`src/rtl/ppi_access_arbiter.sv`:
```
// Access sequencer for the k580vv55 PPI. It writes the power-up control word, then
// serves CPU and host requests round-robin with setup/strobe/hold write cycles.
module ppi_access_arbiter #(
  parameter logic [7:0] INIT_MODE  = 8'h82,
  parameter int         SETUP_CYC  = 1,
  parameter int         STROBE_CYC = 2
) (
  input  logic       clk,
  input  logic       reset,

  input  logic       cpu_req,
  input  logic       cpu_we,
  input  logic [1:0] cpu_addr,
  input  logic [7:0] cpu_wdata,
  output logic       cpu_ack,
  output logic [7:0] cpu_rdata,

  input  logic       host_req,
  input  logic       host_we,
  input  logic [1:0] host_addr,
  input  logic [7:0] host_wdata,
  output logic       host_ack,
  output logic [7:0] host_rdata,

  output logic [1:0] ppi_addr,
  output logic       ppi_we_n,
  output logic [7:0] ppi_idata,
  input  logic [7:0] ppi_odata,
  output logic       init_done
);

  if (SETUP_CYC < 1 || SETUP_CYC > 7) begin : g_setup_range
    $error("SETUP_CYC must be within 1..7");
  end
  if (STROBE_CYC < 1 || STROBE_CYC > 7) begin : g_strobe_range
    $error("STROBE_CYC must be within 1..7");
  end
  if (INIT_MODE[7] != 1'b1) begin : g_init_mode
    $error("INIT_MODE must be a mode-set control word (bit 7 set)");
  end

  localparam logic [2:0] SETUP_LAST  = 3'(SETUP_CYC - 1);
  localparam logic [2:0] STROBE_LAST = 3'(STROBE_CYC - 1);

  typedef enum logic [2:0] {
    S_INIT,
    S_IDLE,
    S_SETUP,
    S_STROBE,
    S_HOLD,
    S_DONE
  } state_t;

  state_t     state, state_next;
  logic [2:0] cnt, cnt_next;

  logic       last_grant;    // 0 = CPU, 1 = host
  logic       owner;         // requester of the access in flight
  logic       init_access;   // access in flight is the power-up control word
  logic       acc_we;

  logic       pick_valid;
  logic       pick;

  // Round-robin only matters on contention; a lone requester always wins.
  always_comb begin
    pick_valid = init_done && (cpu_req || host_req);
    if (cpu_req && host_req) pick = ~last_grant;
    else                     pick = host_req;
  end

  // NOTE: state, counter and outputs use non-blocking assignments so every
  // register samples the pre-edge values of the others.
  always_ff @(posedge clk or posedge reset) begin
    if (reset) begin
      state <= S_INIT;
      cnt   <= 3'd0;
    end else begin
      state <= state_next;
      cnt   <= cnt_next;
    end
  end

  // NOTE: defaults first so no path through the case leaves a signal
  // unassigned, which would otherwise infer a latch.
  always_comb begin
    state_next = state;
    cnt_next   = cnt;
    unique case (state)
      S_INIT: begin
        state_next = S_SETUP;
        cnt_next   = 3'd0;
      end
      S_IDLE: begin
        if (pick_valid) begin
          state_next = S_SETUP;
          cnt_next   = 3'd0;
        end
      end
      S_SETUP: begin
        if (cnt == SETUP_LAST) begin
          cnt_next   = 3'd0;
          state_next = acc_we ? S_STROBE : S_DONE;
        end else begin
          cnt_next = cnt + 3'd1;
        end
      end
      S_STROBE: begin
        if (cnt == STROBE_LAST) begin
          cnt_next   = 3'd0;
          state_next = S_HOLD;
        end else begin
          cnt_next = cnt + 3'd1;
        end
      end
      S_HOLD: state_next = S_DONE;
      S_DONE: state_next = S_IDLE;
      default: begin
        state_next = S_INIT;
        cnt_next   = 3'd0;
      end
    endcase
  end

  // Datapath: PPI bus, request capture, read data and ack pulses.
  always_ff @(posedge clk or posedge reset) begin
    if (reset) begin
      ppi_addr    <= 2'd0;
      ppi_idata   <= 8'h00;
      ppi_we_n    <= 1'b1;
      cpu_ack     <= 1'b0;
      host_ack    <= 1'b0;
      cpu_rdata   <= 8'h00;
      host_rdata  <= 8'h00;
      init_done   <= 1'b0;
      last_grant  <= 1'b1;
      owner       <= 1'b0;
      init_access <= 1'b1;
      acc_we      <= 1'b0;
    end else begin
      cpu_ack  <= 1'b0;
      host_ack <= 1'b0;
      unique case (state)
        S_INIT: begin
          ppi_addr    <= 2'd3;
          ppi_idata   <= INIT_MODE;
          acc_we      <= 1'b1;
          init_access <= 1'b1;
        end
        S_IDLE: begin
          if (pick_valid) begin
            owner       <= pick;
            last_grant  <= pick;
            init_access <= 1'b0;
            acc_we      <= pick ? host_we    : cpu_we;
            ppi_addr    <= pick ? host_addr  : cpu_addr;
            ppi_idata   <= pick ? host_wdata : cpu_wdata;
          end
        end
        S_SETUP: begin
          if (cnt == SETUP_LAST) begin
            if (acc_we) begin
              ppi_we_n <= 1'b0;
            end else if (!init_access) begin
              // Reads finish straight from SETUP, so the ack is raised here.
              if (owner) begin
                host_rdata <= ppi_odata;
                host_ack   <= 1'b1;
              end else begin
                cpu_rdata <= ppi_odata;
                cpu_ack   <= 1'b1;
              end
            end
          end
        end
        S_STROBE: begin
          if (cnt == STROBE_LAST) ppi_we_n <= 1'b1;
        end
        S_HOLD: begin
          if (!init_access) begin
            if (owner) host_ack <= 1'b1;
            else       cpu_ack  <= 1'b1;
          end
        end
        S_DONE: begin
          if (init_access) init_done <= 1'b1;
        end
        default: ;
      endcase
    end
  end

endmodule

```
`config.mk`:
```
export PLATFORM = sky130hd
export DESIGN_NAME = ppi_access_arbiter
export DESIGN_NICKNAME = d
export VERILOG_FILES = /design/src/rtl/ppi_access_arbiter.sv
export SDC_FILE = /design/constraint.sdc
export NUM_CORES = 1
export LEC_CHECK = 0
export CORE_MARGIN = 1
export CORE_UTILIZATION = 48
export CTS_CLUSTER_SIZE = 24
export DETAILED_ROUTE_END_ITERATION = 16
export GPL_ROUTABILITY_DRIVEN = 0
export PLACE_DENSITY = 0.85
export SKIP_CTS_REPAIR_TIMING = 1
export SLEW_MARGIN = 20
export SYNTH_ARGS = -nofsm -noshare
export SYNTH_HDL_FRONTEND = slang
export SYNTH_SLANG_ARGS = --single-unit
export TNS_END_PERCENT = 30
```
`constraint.sdc`:
```
create_clock -name clk -period 4.1 [get_ports clk]
set_input_delay 0.82 -clock clk [delete_from_list [all_inputs] [get_ports clk]]
set_output_delay 0.82 -clock clk [all_outputs]
set_load 0.05 [all_outputs]
```
==> flow_metrics.tcl <==
set metrics [dict create \
    synth_area_leaders "dfrtp_1 51%, mux2_2 11%, nand2_1 4.6%, dfstp_2 4.4%, mux2i_1 3.9%" \
    finalHoldViolCount 0 \
    ios 64 \
    cp_max_fo 3 \
    outcome "finished, final reports clean" \
    ys_types 36 \
    wl_per_cell_um 15.26 \
    track_usage_pct 22.64 \
    critPathTopFamily "buffers and inverters" \
    coreArea_sq_um 3468 \
    layout.nets 259 \
    synth_fp_nets 193 \
    criticalPathCategory "register to output pin" \
    reg2reg_depth 6 \
    finalMaxSlewViolations 0 \
    min_path_type "register to register" \
    path_cells "clkdlybuf4s50_1" \
    die_height_um 63.23 \
    finalCritPeriodShare_pct 60.18 \
    drc 0 \
    first_pass_iters 4 \
    setup_viol 0 \
    r2r-start "cnt[0]$_DFFE_PP0P_" \
    cts.sinks 40 \
    ir_drop_mv 0.6175 \
    drive_above_1_share_pct 15.25 \
    power_leakage_nw 1.105 \
    netlist.area_leader.share_pct 51.46 \
    postPlaceCellArea_sq_um 2470 \
    worstPathRequired_ns 3.28 \
    ff2ff_setup_slack_ns 2.26 \
    finalCriticalPeriod_ns 2.467 \
    min_path_cells 2 \
    synth_edf_count 0 \
    drv_cap 0 \
    num_vias 1434 \
    clock_latency_ns 0.29 \
    antenna_found_initial 0 \
    end_kind "output pin" \
    synth-seq-cells 40 \
    syn_inst 156 \
    yosysSeqAreaShare_pct 55.84 \
    synth_common_cells "37 x dfrtp_1, 22 x nand2_1, 17 x mux2_2, 11 x o21ai_0, 10 x nor2_1" \
    post-route-cell-area_sq_um 2564 \
    synth_area_sq_um 1799 \
    async_flop_share_pct 100.0 \
    die-width_um 63.23 \
    worstReg2RegEnd "cpu_rdata[7]$_DFFE_PP0P_" \
    yosys_warnings 0 \
    cp-start-kind "register" \
    cts_buffer_depth 2 \
    gr-total-overflow 0 \
    diodes 0 \
    start_util_pct 51.88 \
    yosysTopAreaCell "dfrtp_1" \
    ctsHtreeMaxLevel 2 \
    ctsRootBufferMaster "clkbuf_8" \
    grt_pass1_wl_um 6955 \
    portBuffers 63 \
    synth_area_per_cell_sq_um 11.53 \
    dpl.hpwl_um 3044 \
    fin_tns_setup_ns 0 \
    antenna_left 0 \
    dr.first_iter.drc_count 47 \
    clkSlewWorstSetupHoldPaths_ns 0.08 \
    synth-main-ff-cell "dfrtp_1" \
    cts_tree "done" \
    max_slew_margin_pct 61.20 \
    cts_buffers 5 \
    synth_most_common_cell "dfrtp_1" \
    totalWireLength_um 4105 \
    crit_buf_inv 1 \
    grt_pass1_vias 1505 \
    hold_start "ppi_idata[0]$_DFFE_PP0P_" \
    viasPerCell 5.331 \
    grt_max_degree 41 \
    hold_end "ppi_idata[0]$_DFFE_PP0P_" \
    postLayoutCoreUtil_pct 73.92 \
    rows 21 \
    rsz0062_at_grt "no" \
    slowest_delay_ns 0.80 \
    finClkSkew_ns 0.009555 \
    crit_arrival_ns 1.65 \
    worst_pin_slew_ns 0.5775 \
    synthToLayoutAreaGrowth_pct 42.49 \
    slowest_stage "clkdlybuf4s50_1" \
    timing.fmax_ghz 0.4053 \
    power_density_nw_per_um2 855.7 \
    die-area_sq_um 3997 \
]
-- state kept, by name (all words and copies together), names as in the netlist --
register / flops
acc_we: 1
cnt: 3
cpu_ack: 1
cpu_rdata: 8
host_ack: 1
host_rdata: 8
init_access: 1
init_done: 1
last_grant: 1
owner: 1
ppi_addr: 2
ppi_idata: 8
ppi_we_n: 1
state: 3
-- per-stage QoR --
| stage | setup WS [ns] | instances | hold slack, ns | power [mW] |
|---|---|---|---|---|
| after floorplan | 2.344 | 156 | 0.4607 | 1.534 |
| after global placement | 1.787 | 261 | 0.4721 | 1.881 |
| after detailed placement | 1.700 | 261 | 0.4835 | 1.923 |
| after CTS | 1.634 | 269 | 0.5048 | 2.195 |
| after global routing | 1.596 | 269 | 0.5154 | 2.308 |
| final | 1.633 | 269 | 0.5037 | 2.194 |
-- power by group --
group	switching (mW)	internal, mW	total (mW)
logic	0.749	0.451	1.20
registers	0.148	0.578	0.726
clock network	0.132	0.137	0.268
total	1.03	1.17	2.19
-- cells in the final DEF (no fill, tap or decap), drive strengths merged --
| cell type | count |
|---|---|
| ha | 3 |
| dfstp | 3 |
| o21a | 1 |
| nor2 | 10 |
| nor2b | 1 |
| a22o | 1 |
| a31o | 1 |
| a21o | 1 |
| clkbuf | 7 |
| nand2 | 23 |
| a21oi | 4 |
| a31oi | 5 |
| nor3 | 2 |
| o22ai | 1 |
| a221o | 1 |
| dfrtp | 37 |
| clkdlybuf4s50 | 63 |
| o21bai | 1 |
| o21ai | 12 |
| nor4 | 1 |
| a32o | 1 |
| or2 | 1 |
| nand3 | 1 |
| inv | 4 |
| or3 | 1 |
| nand2b | 5 |
| mux2i | 7 |
| a2bb2oi | 1 |
| mux2 | 17 |
| nor3b | 3 |
| and2 | 1 |
| nand3b | 1 |
| clkinvlp | 1 |
| buf | 1 |
-- layer usage --
layer	GRT usage (%)	up-vias	routed length, um
met1	28.45	717	1734
met4	10.51	0	60
met5	0	-	0
met3	4.167	5	139
li1	-	671	-
met2	37.77	41	2170
-- how the worst max path moves through the flow --
stage,startpoint,endpoint,slack [ns],cells after the start
final,ppi_we_n$_DFFE_PP1P_,ppi_we_n,1.63,1
after global routing,ppi_we_n$_DFFE_PP1P_,ppi_we_n,1.60,1
after CTS,ppi_we_n$_DFFE_PP1P_,ppi_we_n,1.63,1
after detailed placement,host_req,owner$_DFFE_PP0P_,1.70,5
after global placement,host_req,owner$_DFFE_PP0P_,1.79,5
after floorplan,host_req,owner$_DFFE_PP0P_,2.34,5
-- tightest hold or removal path: cells and delay by family (launching register included) --
family | cells | cell delay (ns)
AOI/OAI and AO/OA | 1 | 0.06
and+or+nand+nor | 1 | 0.05
DFF | 1 | 0.36
-- layout make-up --
cell class,count,area [sq um]
clock buffers,7,86.33
clock inverters,1,7.507
fillers,250,904.6
inverters,4,15.01
multi-input cells,107,754.5
flip-flops and latches,40,1005
well taps,46,57.56
repair buffers,64,638.1
-- cells by family after synthesis --
logic type	count (synthesis)	share of synthesized area [%]
DFF	40	55.84
buffers and inverters	9	2.225
muxes	24	14.53
adders and majority gates	3	2.086
AOI/OAI and AO/OA	30	10.36
and+or+nand+nor	50	14.95
Power figures use the tool's default switching activity.
